==> src/rtl/infer_pkg.sv <==
// Shared types and constants for the inference-engine sequencing controller.
package infer_pkg;

  localparam int unsigned N_IN_DEF    = 400;
  localparam int unsigned N_HID_DEF   = 20;
  localparam int unsigned N_OUT_DEF   = 10;
  localparam int unsigned TIMEOUT_DEF = 65535;

  localparam int unsigned W12_DEPTH  = N_IN_DEF * N_HID_DEF;
  localparam int unsigned B12_DEPTH  = N_HID_DEF;
  localparam int unsigned W23_DEPTH  = N_HID_DEF * N_OUT_DEF;
  localparam int unsigned B23_DEPTH  = N_OUT_DEF;
  localparam int unsigned DATA_DEPTH = N_IN_DEF;

  localparam int unsigned AW_W12  = 13;
  localparam int unsigned AW_B12  = 5;
  localparam int unsigned AW_DATA = 9;
  localparam int unsigned AW_W23  = 8;
  localparam int unsigned AW_B23  = 4;
  localparam int unsigned CNT_W   = AW_W12;
  localparam int unsigned DW      = 16;
  localparam int unsigned PW      = 2;
  localparam int unsigned OH_W    = 10;
  localparam int unsigned CLS_W   = 4;
  localparam int unsigned TW      = 16;
  localparam int unsigned NMEM    = 5;

  typedef enum logic [3:0] {
    IDLE, LD_W12, LD_B12, LD_W23, LD_B23, LD_DATA, START, WAIT, RESULT
  } state_t;

  typedef enum logic [1:0] {
    ERR_OK         = 2'd0,
    ERR_ONEHOT     = 2'd1,
    ERR_TIMEOUT    = 2'd2,
    ERR_NO_WEIGHTS = 2'd3
  } res_err_t;

  typedef struct packed {
    logic [OH_W-1:0]  onehot;
    logic [CLS_W-1:0] cls;
    res_err_t         err;
  } result_t;

  localparam result_t RES_RST = '{onehot: '0, cls: '1, err: ERR_OK};

endpackage

==> src/rtl/onehot_dec.sv <==
// One-hot to class index decoder; index is all-ones unless exactly one bit is set.
module onehot_dec
  import infer_pkg::*;
(
  input  logic [OH_W-1:0]  onehot,
  output logic [CLS_W-1:0] class_idx,
  output logic             valid
);

  logic [CLS_W-1:0] ones;
  logic [CLS_W-1:0] pos;

  always_comb begin
    ones = '0;
    pos  = '0;
    for (int unsigned i = 0; i < OH_W; i++) begin
      if (onehot[i]) begin
        ones = ones + CLS_W'(1);
        pos  = CLS_W'(i);
      end
    end
    valid     = (ones == CLS_W'(1));
    class_idx = valid ? pos : '1;
  end

endmodule

==> src/rtl/infer_seq_ctrl.sv <==
// Loads engine memories from a word stream, starts the engine, and returns the
// decoded result over a valid/ready port.
module infer_seq_ctrl
  import infer_pkg::*;
#(
  parameter int unsigned N_IN    = N_IN_DEF,
  parameter int unsigned N_HID   = N_HID_DEF,
  parameter int unsigned N_OUT   = N_OUT_DEF,
  parameter int unsigned TIMEOUT = TIMEOUT_DEF
) (
  input  logic               clk,
  input  logic               reset,
  input  logic               cmd_valid,
  output logic               cmd_ready,
  input  logic               cmd_weights,
  input  logic               s_valid,
  output logic               s_ready,
  input  logic [DW-1:0]      s_data,
  output logic [DW-1:0]      w12_wrdata,
  output logic [DW-1:0]      b12_wrdata,
  output logic [DW-1:0]      w23_wrdata,
  output logic [DW-1:0]      b23_wrdata,
  output logic [PW-1:0]      wrdata,
  output logic [AW_W12-1:0]  wr_w12addr,
  output logic [AW_B12-1:0]  wr_b12addr,
  output logic [AW_DATA-1:0] wraddr,
  output logic [AW_W23-1:0]  wr_w23addr,
  output logic [AW_B23-1:0]  wr_b23addr,
  output logic               we,
  output logic               we_b12,
  output logic               w23_we,
  output logic               b23_we,
  output logic               we_data,
  output logic               rd,
  output logic               rd_b12,
  output logic               w23_rd,
  output logic               b23_rd,
  output logic               rd_data,
  output logic               start,
  input  logic               done,
  input  logic [OH_W-1:0]    onehot_enc,
  output logic               res_valid,
  input  logic               res_ready,
  output logic [OH_W-1:0]    res_onehot,
  output logic [CLS_W-1:0]   res_class,
  output logic [1:0]         res_err,
  output logic               busy,
  output logic               weights_loaded
);

  localparam int unsigned W12_LAST  = N_IN * N_HID - 1;
  localparam int unsigned B12_LAST  = N_HID - 1;
  localparam int unsigned W23_LAST  = N_HID * N_OUT - 1;
  localparam int unsigned B23_LAST  = N_OUT - 1;
  localparam int unsigned DATA_LAST = N_IN - 1;

  state_t            state_q, state_d;
  logic [CNT_W-1:0]  cnt_q, cnt_d;
  logic [TW-1:0]     tcnt_q, tcnt_d;
  logic              wl_d;
  logic [NMEM-1:0]   wstb_q, wstb_d;
  logic [CNT_W-1:0]  waddr_q, waddr_d;
  logic [DW-1:0]     wdata_q, wdata_d;
  logic              start_d, rv_d, rd_q;
  result_t           res_q, res_d;
  logic              beat_c, last_c;
  logic [CLS_W-1:0]  dec_idx;
  logic              dec_valid;

  onehot_dec u_dec (
    .onehot    (onehot_enc),
    .class_idx (dec_idx),
    .valid     (dec_valid)
  );

  assign beat_c = s_valid && s_ready;

  // Last address of the memory currently being loaded
  always_comb begin
    last_c = 1'b0;
    case (state_q)
      LD_W12:  last_c = (cnt_q == CNT_W'(W12_LAST));
      LD_B12:  last_c = (cnt_q == CNT_W'(B12_LAST));
      LD_W23:  last_c = (cnt_q == CNT_W'(W23_LAST));
      LD_B23:  last_c = (cnt_q == CNT_W'(B23_LAST));
      LD_DATA: last_c = (cnt_q == CNT_W'(DATA_LAST));
      default: last_c = 1'b0;
    endcase
  end

  always_comb begin
    state_d = state_q;
    cnt_d   = cnt_q;
    tcnt_d  = tcnt_q;
    wl_d    = weights_loaded;
    wstb_d  = '0;
    waddr_d = waddr_q;
    wdata_d = wdata_q;
    start_d = 1'b0;
    rv_d    = res_valid;
    res_d   = res_q;

    if (beat_c) begin
      waddr_d = cnt_q;
      wdata_d = s_data;
      cnt_d   = last_c ? '0 : cnt_q + CNT_W'(1);
    end

    case (state_q)
      IDLE: begin
        if (cmd_valid && cmd_ready) begin
          if (cmd_weights) begin
            state_d = LD_W12;
            wl_d    = 1'b0;
          end else if (weights_loaded) begin
            state_d = LD_DATA;
          end else begin
            state_d = RESULT;
            rv_d    = 1'b1;
            res_d   = '{onehot: '0, cls: '1, err: ERR_NO_WEIGHTS};
          end
        end
      end
      LD_W12: if (beat_c) begin
        wstb_d[0] = 1'b1;
        if (last_c) state_d = LD_B12;
      end
      LD_B12: if (beat_c) begin
        wstb_d[1] = 1'b1;
        if (last_c) state_d = LD_W23;
      end
      LD_W23: if (beat_c) begin
        wstb_d[2] = 1'b1;
        if (last_c) state_d = LD_B23;
      end
      LD_B23: if (beat_c) begin
        wstb_d[3] = 1'b1;
        if (last_c) begin
          state_d = LD_DATA;
          wl_d    = 1'b1;
        end
      end
      LD_DATA: if (beat_c) begin
        wstb_d[4] = 1'b1;
        if (last_c) state_d = START;
      end
      START: begin
        start_d = 1'b1;
        tcnt_d  = '0;
        state_d = WAIT;
      end
      WAIT: begin
        if (done) begin
          state_d    = RESULT;
          rv_d       = 1'b1;
          res_d.onehot = onehot_enc;
          res_d.cls    = dec_idx;
          res_d.err    = dec_valid ? ERR_OK : ERR_ONEHOT;
        end else if (tcnt_q == TW'(TIMEOUT)) begin
          state_d = RESULT;
          rv_d    = 1'b1;
          res_d   = '{onehot: '0, cls: '1, err: ERR_TIMEOUT};
        end else begin
          tcnt_d = tcnt_q + TW'(1);
        end
      end
      RESULT: begin
        if (res_ready) begin
          rv_d    = 1'b0;
          state_d = IDLE;
        end
      end
      default: state_d = IDLE;
    endcase
  end

  always_ff @(posedge clk or negedge reset) begin
    if (!reset) begin
      state_q        <= IDLE;
      cnt_q          <= '0;
      tcnt_q         <= '0;
      weights_loaded <= 1'b0;
      wstb_q         <= '0;
      waddr_q        <= '0;
      wdata_q        <= '0;
      start          <= 1'b0;
      res_valid      <= 1'b0;
      res_q          <= RES_RST;
      cmd_ready      <= 1'b1;
      busy           <= 1'b0;
      s_ready        <= 1'b0;
      rd_q           <= 1'b0;
    end else begin
      state_q        <= state_d;
      cnt_q          <= cnt_d;
      tcnt_q         <= tcnt_d;
      weights_loaded <= wl_d;
      wstb_q         <= wstb_d;
      waddr_q        <= waddr_d;
      wdata_q        <= wdata_d;
      start          <= start_d;
      res_valid      <= rv_d;
      res_q          <= res_d;
      cmd_ready      <= (state_d == IDLE);
      busy           <= (state_d != IDLE);
      s_ready        <= (state_d inside {LD_W12, LD_B12, LD_W23, LD_B23, LD_DATA});
      rd_q           <= (state_d == WAIT);
    end
  end

  // One shared address/data pipeline; the strobe selects the target memory
  assign {we_data, b23_we, w23_we, we_b12, we} = wstb_q;
  assign wr_w12addr = waddr_q;
  assign wr_b12addr = waddr_q[AW_B12-1:0];
  assign wr_w23addr = waddr_q[AW_W23-1:0];
  assign wr_b23addr = waddr_q[AW_B23-1:0];
  assign wraddr     = waddr_q[AW_DATA-1:0];
  assign w12_wrdata = wdata_q;
  assign b12_wrdata = wdata_q;
  assign w23_wrdata = wdata_q;
  assign b23_wrdata = wdata_q;
  assign wrdata     = wdata_q[PW-1:0];
  assign {rd, rd_b12, w23_rd, b23_rd, rd_data} = {5{rd_q}};
  assign res_onehot = res_q.onehot;
  assign res_class  = res_q.cls;
  assign res_err    = res_q.err;

endmodule

==> config.mk <==
export PLATFORM = sky130hd
export DESIGN_NAME = infer_seq_ctrl
export DESIGN_NICKNAME = d
export VERILOG_FILES = /design/src/rtl/infer_pkg.sv /design/src/rtl/onehot_dec.sv /design/src/rtl/infer_seq_ctrl.sv
export SDC_FILE = /design/constraint.sdc
export NUM_CORES = 1
export LEC_CHECK = 0
export ABC_AREA = 1
export BUFFER_PORTS_ARGS = -buffer_cell sky130_fd_sc_hd__buf_2
export CAP_MARGIN = 20
export CORE_UTILIZATION = 55
export CTS_CLUSTER_DIAMETER = 120
export DETAILED_ROUTE_END_ITERATION = 16
export PLACE_DENSITY_LB_ADDON = 0.1
export SLEW_MARGIN = 25
export SYNTH_ARGS = -nofsm -noshare
export SYNTH_HDL_FRONTEND = slang
export SYNTH_HIERARCHICAL = 1
export SYNTH_SLANG_ARGS = --single-unit
==> constraint.sdc <==
create_clock -name clk -period 4.5 [get_ports clk]
set_input_delay 0 -clock clk [delete_from_list [all_inputs] [get_ports clk]]
set_output_delay 0 -clock clk [all_outputs]
set_load 0.02 [all_outputs]
==> results.yml <==
setup_path:
  cpMostUsedCell: "buf_4"
  cp_top_family: "buffers and inverters"
  critPathKind: "input port to flop"
  cp-end-kind: "flop"
  worst_path_max_delay_cell: "ha_1"
  arrival_ns: 4.69
  crit_required_ns: 4.74
  crit_cells: 43
  start_kind: "input port"
  critPathMaxStageDelay_ns: 0.30
  cp_max_fo: 5
  rr_worst_depth: 7
  crit_buf_inv: 20
route:
  remaining_drc_errors: 0
  ant_nets: 0
  drtPass1Iterations: 5
  drtIter0Drc: 343
  top_layer: "met4"
  routed-wl-met2_um: 7200
  wl_per_cell_um: 14.3
  drt-met1-wl_um: 6400
  routed_wirelength_um: 14700
  via_per_inst: 5.22
  num_vias: 5366
  wl_met3_um: 818
placement:
  dp_hpwl_um: 9710
  placed_cells: 964
  place_congestion: 0.910
  portBuffers: 169
  postPlaceCellArea_sq_um: 6250
synthesis:
  netlist.area_leader.share: 0.368
  synth_area_sq_um: 5780
  synthCells: 741
  synthMuxAreaShare: 0
  synthTopCellsByArea: "dfrtp_1 37%, nand2_1 13%, buf_4 10%, inv_1 4.7%, nor2_1 3.8%"
  syn_area_per_cell_sq_um: 7.80
  synthArstFlopShare: 1.00
  synth_commonest_cells: "198 x nand2_1, 85 x dfrtp_1, 80 x buf_4, 73 x inv_1, 58 x nor2_1"
  synth_top_family_by_area: "simple AND/OR/NAND/NOR gates"
  synth_compound_area_frac: 0.0818
  synthSimpleGateAreaFrac: 0.320
  synth-seq-area-share: 0.391
  synth.largest_area_cell: "dfrtp_1"
  yosys.area_share.xor_xnor: 0.0167
  synth.net_count: 785
  synth_edf_count: 0
  synthFlopType: "dfrtp_1"
  ys_seq_elements: 90
  synth.most_common_cell: "nand2_1"
  synthDistinctLibCells: 42
  synthAdderAreaFrac: 0.0238
  synth.yosys.warnings: 6
finish:
  stdcell_area_sq_um: 7040
  regArea_sq_um: 2260
  multi_input_area_sq_um: 2720
  num-nets-final: 931
  area_growth_syn_to_layout_pct: 21.8
  nFillCells: 822
  fin_util: 0.685
  fin_cells: 1028
  antenna_cells: 0
  drive_gt1_frac: 0.357
timing:
  setup_viol: 0
  maxSlewViolCount: 0
  tightest_slew_ns: 0.980
  finalHoldViolCount: 0
  max_freq_mhz: 225
  skew_ns: 0.0140
  final.min_clock_period_ns: 4.45
  relSlewSlack: 0.344
  finalCritPeriodShare: 0.990
grt:
  grt_pass1_vias: 4967
  grt_pass1_wl_um: 23100
  overflow: 0
  grt_max_degree: 51
  grt_usage: 0.265
  antenna_found_initial: 0
clock_tree:
  cts-htree-levels: 3
  cts_made_buffers: 9
  cts_root_buf: "clkbuf_8"
  clkSinkCount: 90
  cts.path.max_buffers: 2
  clkTransAtPathRegs_ns: 0.09
  cts_tree: "built"
  clk_latency_ns: 0.38
pwr:
  total_power_mw: 3.94
  ir_drop_mv: 0.539
  power.density_nw_per_um2: 560
  p_leak_nw: 3.91
run_status:
  status: "completed"
worst_hold_path:
  min_path_type: "input port to flop"
  hold_depth: 4
die:
  pin_count: 170
  die_w_um: 105
  initial_core_util: 0.563
  core-area_sq_um: 10300
  num_rows: 37
  die_y_um: 105
  die-area_sq_um: 10900
run:
  cap_violations: 0
-- sequential cells by signal, summed over array words and instances, names as in the netlist --
register	cells
wstb_q	5
busy	1
b12_wrdata	16
cnt_q	13
res_valid	1
s_ready	1
res_class	4
weights_loaded	1
wr_w12addr	13
start	1
res_err	2
state_q	4
b23_rd	1
cmd_ready	1
tcnt_q	16
res_onehot	10
-- power breakdown --
group,switching (mW),internal [mW],total [mW]
Combinational,1.42,0.706,2.13
Sequential,0.211,1.01,1.22
Clock,0.321,0.267,0.588
-- cell usage in the layout (no fill, tap or decap), drive strengths merged, types with 2 or more instances in the layout --
cell / Yosys / layout
a211oi: 2 / 2
a21oi: 19 / 19
a22o: 10 / 10
a31oi: 6 / 6
buf: 81 / 199
clkbuf: 10 / 10
dfrtp: 85 / 85
dfstp: 5 / 5
dlygate4sd3: 0 / 26
ha: 11 / 11
inv: 87 / 91
nand2: 220 / 220
nand3: 54 / 54
nand3b: 3 / 3
nand4: 9 / 9
nor2: 68 / 68
nor3: 13 / 13
nor3b: 3 / 3
nor4: 2 / 2
o21ai: 29 / 29
o22a: 4 / 4
or2: 3 / 3
xor2: 11 / 11
-- worst paths after layout --
check / end / startpoint / slack [ns]
max in group asynchronous: cnt_q[6] / reset / 3.34
max: res_err[0] / onehot_enc[1] / 0.05
min reg2reg: wr_w12addr[10] / wr_w12addr[10] / 0.49
max reg2reg: res_class[1] / state_q[3] / 2.24
min: state_q[3] / res_ready / 0.02
min in group asynchronous: b12_wrdata[9] / reset / 0.15
-- cells by family (layout without fill, tap and decap cells) --
kind of cell,Yosys count,count (layout)
and+or+nand+nor,377,377
xor gates and xnor gates,11,11
buffers and inverters,178,329
adders and majority gates,11,11
AOI/OAI and AO/OA,74,74
DFF,90,90
-- final cells by class --
class,instances,share of cell area
inverter,87,0.0474
multi-input combinational,473,0.385
timing repair buffer,226,0.193
clock inverter,7,0.0117
clock buffer,9,0.0176
tap,136,0.0242
sequential,90,0.321
-- worst min-delay path, cell delays in order --
cell and delay [ns]:
buf_2 0.08, nor2_1 0.04, a31oi_1 0.13, nand2_1 0.09
-- metal layers --
layer	vias to the layer above	GRT usage
met2	244	0.442
met4	0	0.0939
met5	-	0
met3	34	0.0499
li1	2575	-
met1	2513	0.343
-- stage by stage --
stage                     hold slack [ns]  worst slack, ns  setup TNS [ns]
after floorplan                    -0.296           0.0113               0
after global placement             0.0389           -0.254          -0.986
after detailed placement           0.0394           -0.469           -2.08
after CTS                         0.00966          0.00580               0
after global routing               0.0352           -0.162          -0.448
final                              0.0160           0.0469               0
-- repair_timing --
| action | CTS | global route |
|---|---|---|
| hold buffers | 26 | 0 |
| pin swaps | 3 | 21 |
| setup endpoints to repair | 5 | 5 |
| hold endpoints to repair | 68 | 0 |
| resized for setup | 3 | 35 |
| buffers inserted | 21 | 3 |
Power figures use the tool's default switching activity.
